===== config.mk =====
export PLATFORM = sky130hd
export DESIGN_NAME = muldiv_sequencer_flat
export DESIGN_NICKNAME = d
export VERILOG_FILES = /design/src/rtl/muldiv_sequencer_if.sv /design/src/rtl/muldiv_sequencer.sv /design/src/flat_wrapper.sv
export SDC_FILE = /design/constraint.sdc
export NUM_CORES = 1
export LEC_CHECK = 0
export ABC_AREA = 1
export BUFFER_PORTS_ARGS = -buffer_cell sky130_fd_sc_hd__buf_2
export CELL_PAD_IN_SITES_DETAIL_PLACEMENT = 0
export CELL_PAD_IN_SITES_GLOBAL_PLACEMENT = 1
export CORE_MARGIN = 4
export CORE_UTILIZATION = 42
export DETAILED_ROUTE_END_ITERATION = 8
export PLACE_DENSITY_LB_ADDON = 0.1
export SLEW_MARGIN = 25
export SYNTH_ARGS = -nofsm -noshare
export SYNTH_HDL_FRONTEND = slang
export SYNTH_SLANG_ARGS = --single-unit

===== constraint.sdc =====
create_clock -name clk -period 2.8 [get_ports clk]
set_input_delay 0.28 -clock clk [delete_from_list [all_inputs] [get_ports clk]]
set_output_delay 0.28 -clock clk [all_outputs]
set_load 0.02 [all_outputs]

===== src/rtl/muldiv_sequencer_if.sv =====
// Decode <-> HI/LO sequencer connection: op request, HI/LO read request, status and HI/LO values.
interface muldiv_sequencer_if #(
  parameter int WIDTH = 32
);
  logic             start;
  logic [2:0]       op;
  logic [WIDTH-1:0] a;
  logic [WIDTH-1:0] b;
  logic             rd_req;
  logic             busy;
  logic             stall;
  logic             done;
  logic             div_zero;
  logic [WIDTH-1:0] hi;
  logic [WIDTH-1:0] lo;

  modport master (
    output start, op, a, b, rd_req,
    input  busy, stall, done, div_zero, hi, lo
  );

  modport slave (
    input  start, op, a, b, rd_req,
    output busy, stall, done, div_zero, hi, lo
  );
endinterface


===== src/rtl/muldiv_sequencer.sv =====
// Iterative HI/LO multiply/divide sequencer: shift-add MULTU, restoring DIVU, MTHI/MTLO.
// Define MULDIV_SIGNED_EN to also accept signed MULT (010) and DIV (011).
module muldiv_sequencer #(
  parameter int WIDTH = 32
) (
  input logic               clk,
  input logic               reset,
  muldiv_sequencer_if.slave bus
);

  localparam int CW = $clog2(WIDTH + 1);
  localparam logic [CW-1:0] COUNT_LOAD = CW'(WIDTH);
  localparam logic [CW-1:0] COUNT_ONE  = {{(CW-1){1'b0}}, 1'b1};

  typedef enum logic [1:0] {
    IDLE = 2'd0,
    MUL  = 2'd1,
    DIV  = 2'd2
  } state_t;

  state_t           state_r;
  logic [CW-1:0]    count_r;
  logic [WIDTH:0]   acc_r;
  logic [WIDTH-1:0] low_r;
  logic [WIDTH-1:0] operand_r;
  logic             neg_q_r;
  logic             neg_r_r;
  logic             b_zero_r;
  logic             busy_r;
  logic             done_r;
  logic             div_zero_r;
  logic [WIDTH-1:0] hi_r;
  logic [WIDTH-1:0] lo_r;

  logic             legal_s;
  logic             signed_op_s;
  logic             accept_s;
  logic             a_neg_s;
  logic             b_neg_s;
  logic [WIDTH-1:0] a_mag_s;
  logic [WIDTH-1:0] b_mag_s;

  function automatic logic [WIDTH-1:0] magnitude(input logic [WIDTH-1:0] v, input logic neg);
    return neg ? -v : v;
  endfunction

  // Op legality and signed-operand detection from the decode request
  always_comb begin
    legal_s     = 1'b0;
    signed_op_s = 1'b0;
    case (bus.op)
      3'b000, 3'b001, 3'b100, 3'b101: legal_s = 1'b1;
`ifdef MULDIV_SIGNED_EN
      3'b010, 3'b011: begin
        legal_s     = 1'b1;
        signed_op_s = 1'b1;
      end
`else
      3'b010, 3'b011: legal_s = 1'b0;
`endif
      default: legal_s = 1'b0;
    endcase
  end

  assign a_neg_s  = signed_op_s & bus.a[WIDTH-1];
  assign b_neg_s  = signed_op_s & bus.b[WIDTH-1];
  assign a_mag_s  = magnitude(bus.a, a_neg_s);
  assign b_mag_s  = magnitude(bus.b, b_neg_s);
  assign accept_s = bus.start & ~busy_r & legal_s;

  // Shift-add step: acc_r holds the running upper half, low_r the unconsumed multiplier bits
  logic [WIDTH:0]     mul_add_s;
  logic [WIDTH:0]     mul_sum_s;
  logic [2*WIDTH-1:0] mul_raw_s;
  logic [2*WIDTH-1:0] mul_res_s;
  assign mul_add_s = low_r[0] ? {1'b0, operand_r} : {(WIDTH+1){1'b0}};
  assign mul_sum_s = acc_r + mul_add_s;
  assign mul_raw_s = {mul_sum_s, low_r[WIDTH-1:1]};
  assign mul_res_s = neg_q_r ? -mul_raw_s : mul_raw_s;

  // Restoring step: acc_r is the partial remainder, low_r shifts dividend out and quotient in
  logic [WIDTH:0]   div_shift_s;
  logic [WIDTH+1:0] div_trial_s;
  logic             div_ok_s;
  logic [WIDTH:0]   div_rem_s;
  logic [WIDTH-1:0] div_q_s;
  logic [WIDTH-1:0] div_q_res_s;
  logic [WIDTH-1:0] div_r_res_s;
  assign div_shift_s = {acc_r[WIDTH-1:0], low_r[WIDTH-1]};
  assign div_trial_s = {1'b0, div_shift_s} - {2'b00, operand_r};
  assign div_ok_s    = ~div_trial_s[WIDTH+1];
  assign div_rem_s   = div_ok_s ? div_trial_s[WIDTH:0] : div_shift_s;
  assign div_q_s     = {low_r[WIDTH-2:0], div_ok_s};
  // A zero divisor leaves the raw all-ones quotient and dividend magnitude untouched
  assign div_q_res_s = (neg_q_r & ~b_zero_r) ? -div_q_s : div_q_s;
  assign div_r_res_s = (neg_r_r & ~b_zero_r) ? -div_rem_s[WIDTH-1:0] : div_rem_s[WIDTH-1:0];

  // Sequencer FSM with datapath and registered status/HI/LO
  always_ff @(posedge clk) begin
    if (reset) begin
      state_r    <= IDLE;
      count_r    <= {CW{1'b0}};
      acc_r      <= {(WIDTH+1){1'b0}};
      low_r      <= {WIDTH{1'b0}};
      operand_r  <= {WIDTH{1'b0}};
      neg_q_r    <= 1'b0;
      neg_r_r    <= 1'b0;
      b_zero_r   <= 1'b0;
      busy_r     <= 1'b0;
      done_r     <= 1'b0;
      div_zero_r <= 1'b0;
      hi_r       <= {WIDTH{1'b0}};
      lo_r       <= {WIDTH{1'b0}};
    end else begin
      done_r <= 1'b0;
      case (state_r)
        IDLE: begin
          if (accept_s) begin
            div_zero_r <= 1'b0;
            neg_q_r    <= a_neg_s ^ b_neg_s;
            neg_r_r    <= a_neg_s;
            b_zero_r   <= (bus.b == {WIDTH{1'b0}});
            acc_r      <= {(WIDTH+1){1'b0}};
            count_r    <= COUNT_LOAD;
            case (bus.op)
              3'b100: begin
                hi_r   <= bus.a;
                done_r <= 1'b1;
              end
              3'b101: begin
                lo_r   <= bus.a;
                done_r <= 1'b1;
              end
              3'b000, 3'b010: begin
                state_r   <= MUL;
                busy_r    <= 1'b1;
                low_r     <= b_mag_s;
                operand_r <= a_mag_s;
              end
              3'b001, 3'b011: begin
                state_r   <= DIV;
                busy_r    <= 1'b1;
                low_r     <= a_mag_s;
                operand_r <= b_mag_s;
              end
              default: state_r <= IDLE;
            endcase
          end
        end
        MUL: begin
          count_r <= count_r - COUNT_ONE;
          acc_r   <= {1'b0, mul_sum_s[WIDTH:1]};
          low_r   <= {mul_sum_s[0], low_r[WIDTH-1:1]};
          if (count_r == COUNT_ONE) begin
            hi_r    <= mul_res_s[2*WIDTH-1:WIDTH];
            lo_r    <= mul_res_s[WIDTH-1:0];
            busy_r  <= 1'b0;
            done_r  <= 1'b1;
            state_r <= IDLE;
          end
        end
        DIV: begin
          count_r <= count_r - COUNT_ONE;
          acc_r   <= div_rem_s;
          low_r   <= div_q_s;
          if (count_r == COUNT_ONE) begin
            hi_r       <= div_r_res_s;
            lo_r       <= div_q_res_s;
            div_zero_r <= b_zero_r;
            busy_r     <= 1'b0;
            done_r     <= 1'b1;
            state_r    <= IDLE;
          end
        end
        default: begin
          state_r <= IDLE;
          busy_r  <= 1'b0;
        end
      endcase
    end
  end

  assign bus.busy     = busy_r;
  assign bus.stall    = (bus.start | bus.rd_req) & busy_r;
  assign bus.done     = done_r;
  assign bus.div_zero = div_zero_r;
  assign bus.hi       = hi_r;
  assign bus.lo       = lo_r;

endmodule


===== src/flat_wrapper.sv =====
// flat-port wrapper written by rule: the top's interface ports become plain ports
module muldiv_sequencer_flat 
#(
  parameter int WIDTH = 32
)
  (clk, reset, bus_start, bus_op, bus_a, bus_b, bus_rd_req, bus_busy, bus_stall, bus_done, bus_div_zero, bus_hi, bus_lo);
  muldiv_sequencer_if #(.WIDTH(WIDTH)) bus_i ();
  input logic clk;
  input logic reset;
  input wire logic [$bits(bus_i.start)-1:0] bus_start;
  input wire logic [$bits(bus_i.op)-1:0] bus_op;
  input wire logic [$bits(bus_i.a)-1:0] bus_a;
  input wire logic [$bits(bus_i.b)-1:0] bus_b;
  input wire logic [$bits(bus_i.rd_req)-1:0] bus_rd_req;
  output wire logic [$bits(bus_i.busy)-1:0] bus_busy;
  output wire logic [$bits(bus_i.stall)-1:0] bus_stall;
  output wire logic [$bits(bus_i.done)-1:0] bus_done;
  output wire logic [$bits(bus_i.div_zero)-1:0] bus_div_zero;
  output wire logic [$bits(bus_i.hi)-1:0] bus_hi;
  output wire logic [$bits(bus_i.lo)-1:0] bus_lo;
  assign bus_i.start = bus_start;
  assign bus_i.op = bus_op;
  assign bus_i.a = bus_a;
  assign bus_i.b = bus_b;
  assign bus_i.rd_req = bus_rd_req;
  assign bus_busy = bus_i.busy;
  assign bus_stall = bus_i.stall;
  assign bus_done = bus_i.done;
  assign bus_div_zero = bus_i.div_zero;
  assign bus_hi = bus_i.hi;
  assign bus_lo = bus_i.lo;
  muldiv_sequencer #(.WIDTH(WIDTH)) u_core (.clk(clk), .reset(reset), .bus(bus_i));
endmodule

==> summary.md <==
| Metric | Value |
|---|---|
| Seq/Total Area, Yosys | `25.45%` |
| Finished Cell Area | `15640 µm²` |
| Core Box Area | `31800 µm²` |
| Largest stage delay, worst path | `between 0.4 and 0.5 ns` |
| Syn Area/Cell | `about 6.0 µm²` |
| CTS sink count | `~170` |
| Peak supply drop | `roughly 1100 µV` |
| WHS | `around 0.12 ns` |
| Rel. slew slack | `54.31%` |
| Cts bufs inserted | `17` |
| DRT iter0 DRCs | `1260` |
| Final-report hold violation count | `0` |
| Root Driver | `clkbuf_16` |
| Routed vias | `15170` |
| Vias/cell | `between 5 and 6` |
| Most used cell, CP | `nand2_1` |
| Distinct cells, synth | `46` |
| Crit path kind | `reg -> reg` |
| Leak pwr | `7.997 nW` |
| Dpl cell area | `roughly 15000 µm²` |
| GRT overflow | `0` |
| PwrDens | `roughly 1400 nW/µm²` |
| # rows | `between 60 and 70` |
| Die width | `~190 µm` |
| DRC | `0` |
| Mapped Cells | `~2300` |
| Setup Total Neg Slack | `0 ns` |
| Setup violations, final | `0` |
| Final period util | `between 90 and 100%` |
| Share of cells above drive strength 1 | `~14%` |
| Crit path buf inv count | `1` |
| # H-tree levels | `4` |
| EDFF count, synth | `0` |
| Area leader, netlist | `dfxtp_1` |
| #FFs+latches synth | `173` |
| CTS Buffer Depth | `2` |
| CP max stage cell | `dfxtp_1` |
| Worst-path maximum fanout | `5` |
| Clk_skew | `roughly 0.019 ns` |
| Synth Flop Type | `dfxtp_1` |
| Area growth syn-to-layout | `14.94%` |
| Die Area | `35350 µm²` |
| Worst EP required | `a little over 3 ns` |
| Routed Antenna Nets | `0` |
| Critical Path AT | `around 2.9 ns` |
| Syn nets | `approximately 2400` |
| Die height | `~190 µm` |
| Worst-margin pin slew | `0.6844 ns` |
| Average wire per standard cell | `19.03 µm` |
| Total GRT Usage | `between 20% and 30%` |
| Peak Freq | `between 300 and 400 MHz` |
| Vias in the first global route | `approximately 15000` |
| Outcome | `finished clean` |
| Critical path, cell by cell | `inv_1, ha_1, nand2_1, nor2_1, and2_1, nand4_1, nand3_1, nand2_1, nand2_1, nand2_1, nand3_1, nand2_1, nand2_1, a21oi_1` |
| Worst-Skew Late Latency | `roughly 0.44 ns` |
| CP top delay family | `simple AND/OR/NAND/NOR gates` |
| Multi-input combinational cell area | `roughly 8400 µm²` |
| Initial antenna violation count | `0` |
| IO Pins | `between 100 and 150` |
| # Post-CTS Setup Buffers | `0` |
| Worst-path clk slew | `around 0.070 ns` |
| Pre-CTS setup slack | `-0.08619 ns` |
| Synth cell count leaders | `nand2_1 (584), inv_1 (339), a21oi_1 (303), o21ai_0 (190), dfxtp_1 (173)` |
| Max-slew violations | `0` |
| Type of origin of the critical path | `flip-flop` |
| First-pass GRT wire length | `about 84 mm` |
| CTS tree | `yes` |
| Gpl congestion | `around 0.94` |
| Largest net degree at the start of global routing | `92` |
| Fill cells | `3485` |
| Cell Area, Synth | `13610 µm²` |
| N_diodes | `0` |
| Worst Slack Setup Final | `~0.18 ns` |
| Yosys top cell area share | `between 20% and 30%` |
| Top-count cell post-synth | `nand2_1` |
| Initial core utilization | `a little over two fifths` |
| DP Cell Count | `around 2800` |
| Post-Layout Cell Count | `roughly 2900` |
| Minimum clock period | `~2.6 ns` |
| Max cap viols | `0` |
| Port bufs | `138` |
| Hold Buf Count CTS | `0` |
| Synth top area cells | `dfxtp_1 (25%), nand2_1 (16%), a21oi_1 (11%)` |
| Routed wire length | `54.25 mm` |
| HP Class | `in -> reg` |
| DP Wirelength | `approximately 43 mm` |
| Fin nets | `roughly 2500` |
| Ys Warns | `0` |
| Drt first pass iters | `5` |
| Sequential cell area | `3470 µm²` |
| Async set or reset register ratio after synthesis | `0%` |
| Critical Path End Type | `flip-flop` |
power breakdown:
group          leakage [nW]  switching [mW]  internal (mW)
registers              1.42           0.747           3.36
clock network         0.263            1.11           1.25
logic                  6.31            9.99           4.78
total                  8.00            11.8           9.39
per-stage QoR:
step	power [mW]	util [%]
2_1_floorplan	13.96	-
3_3_place_gp	18.50	47.23
3_5_place_dp	18.54	47.23
4_1_cts	20.98	49.01
5_1_grt	23.03	49.19
6_report	21.24	49.19
cell type report:
cell class	instances	share of cell area, %
multi-input cells	1649	53.94
flip-flops and latches	173	22.18
inverters	358	8.615
repair buffers	205	8.215
well taps	435	3.479
clock buffers	19	2.832
clock inverters	12	0.7439
metal layers:
| metal | vias up | track usage (%) | share of wire (%) |
|---|---|---|---|
| met2 | 491 | 44.63 | 42 |
| met3 | 68 | 4.672 | 6.8 |
| li1 | 7686 | - | - |
| met1 | 6923 | 44.02 | 48 |
| met5 | - | 0 | 0 |
| met4 | 0 | 9.204 | 3.0 |
worst register-to-register path, delay by kind of cell, from the launching register on:
kind | cells | cell delay (ns)
adder cells (fa/ha/maj) | 1 | 0.38
AO/OA/AOI/OAI | 1 | 0.08
buffers and inverters | 1 | 0.07
AND/OR/NAND/NOR | 11 | 1.53
flip-flops | 1 | 0.44
final timing paths:
check / endpoint / depth (start not counted) / slack [ns] / from
setup / recovery: u_core.acc_r[19]$_SDFFE_PP0P_ / 14 / 0.18 / u_core.operand_r[18]$_SDFFE_PP0P_
hold / removal: u_core.operand_r[2]$_SDFFE_PP0P_ / 3 / 0.12 / bus_b[2]
setup reg to reg: u_core.acc_r[19]$_SDFFE_PP0P_ / 14 / 0.18 / u_core.operand_r[18]$_SDFFE_PP0P_
hold reg to reg: u_core.b_zero_r$_SDFFE_PP0P_ / 2 / 0.48 / u_core.b_zero_r$_SDFFE_PP0P_
what timing repair did:
item                       4_1_cts  5_1_grt
setup endpoints to repair        7       59
pin swaps                        0        1
gates resized for setup          2       25
state kept, by name (all words and copies together) (netlist names), 2 cells and up:
signal	flops
u_core.acc_r	33
u_core.bus.hi	32
u_core.bus.lo	32
u_core.low_r	32
u_core.operand_r	32
u_core.count_r	6
u_core.state_r	2
logic make-up (layout without fill, tap and decap cells):
group	count (synthesis)	after routing	share of synthesized area (%)
AOI/OAI and AO/OA	601	601	23.38
buffers and inverters	458	594	13.10
and+or+nand+nor	962	962	30.44
adders and majority gates	72	72	6.730
xor gates and xnor gates	14	14	0.9009
DFF	173	173	25.45
layout by cell type, fill, tap and decap left out, types with 5 or more instances in the layout:
cell type,count
nor3_1,12
nand3_1,126
nor2_1,125
buf_12,7
a31oi_1,34
o22ai_1,31
dfxtp_1,168
buf_2,138
inv_1,336
ha_1,66
nand2_2,17
nor2_4,5
dfxtp_2,5
buf_4,59
o21ai_2,5
nor4_1,6
nand3b_1,18
a21oi_1,301
clkbuf_16,17
nand4_1,28
xnor2_1,10
o21ai_0,188
nor2_2,6
or2_2,32
o21bai_1,10
nand2_1,576
o21ai_1,10
inv_2,19
a21boi_0,7
Power figures use the tool's default switching activity.
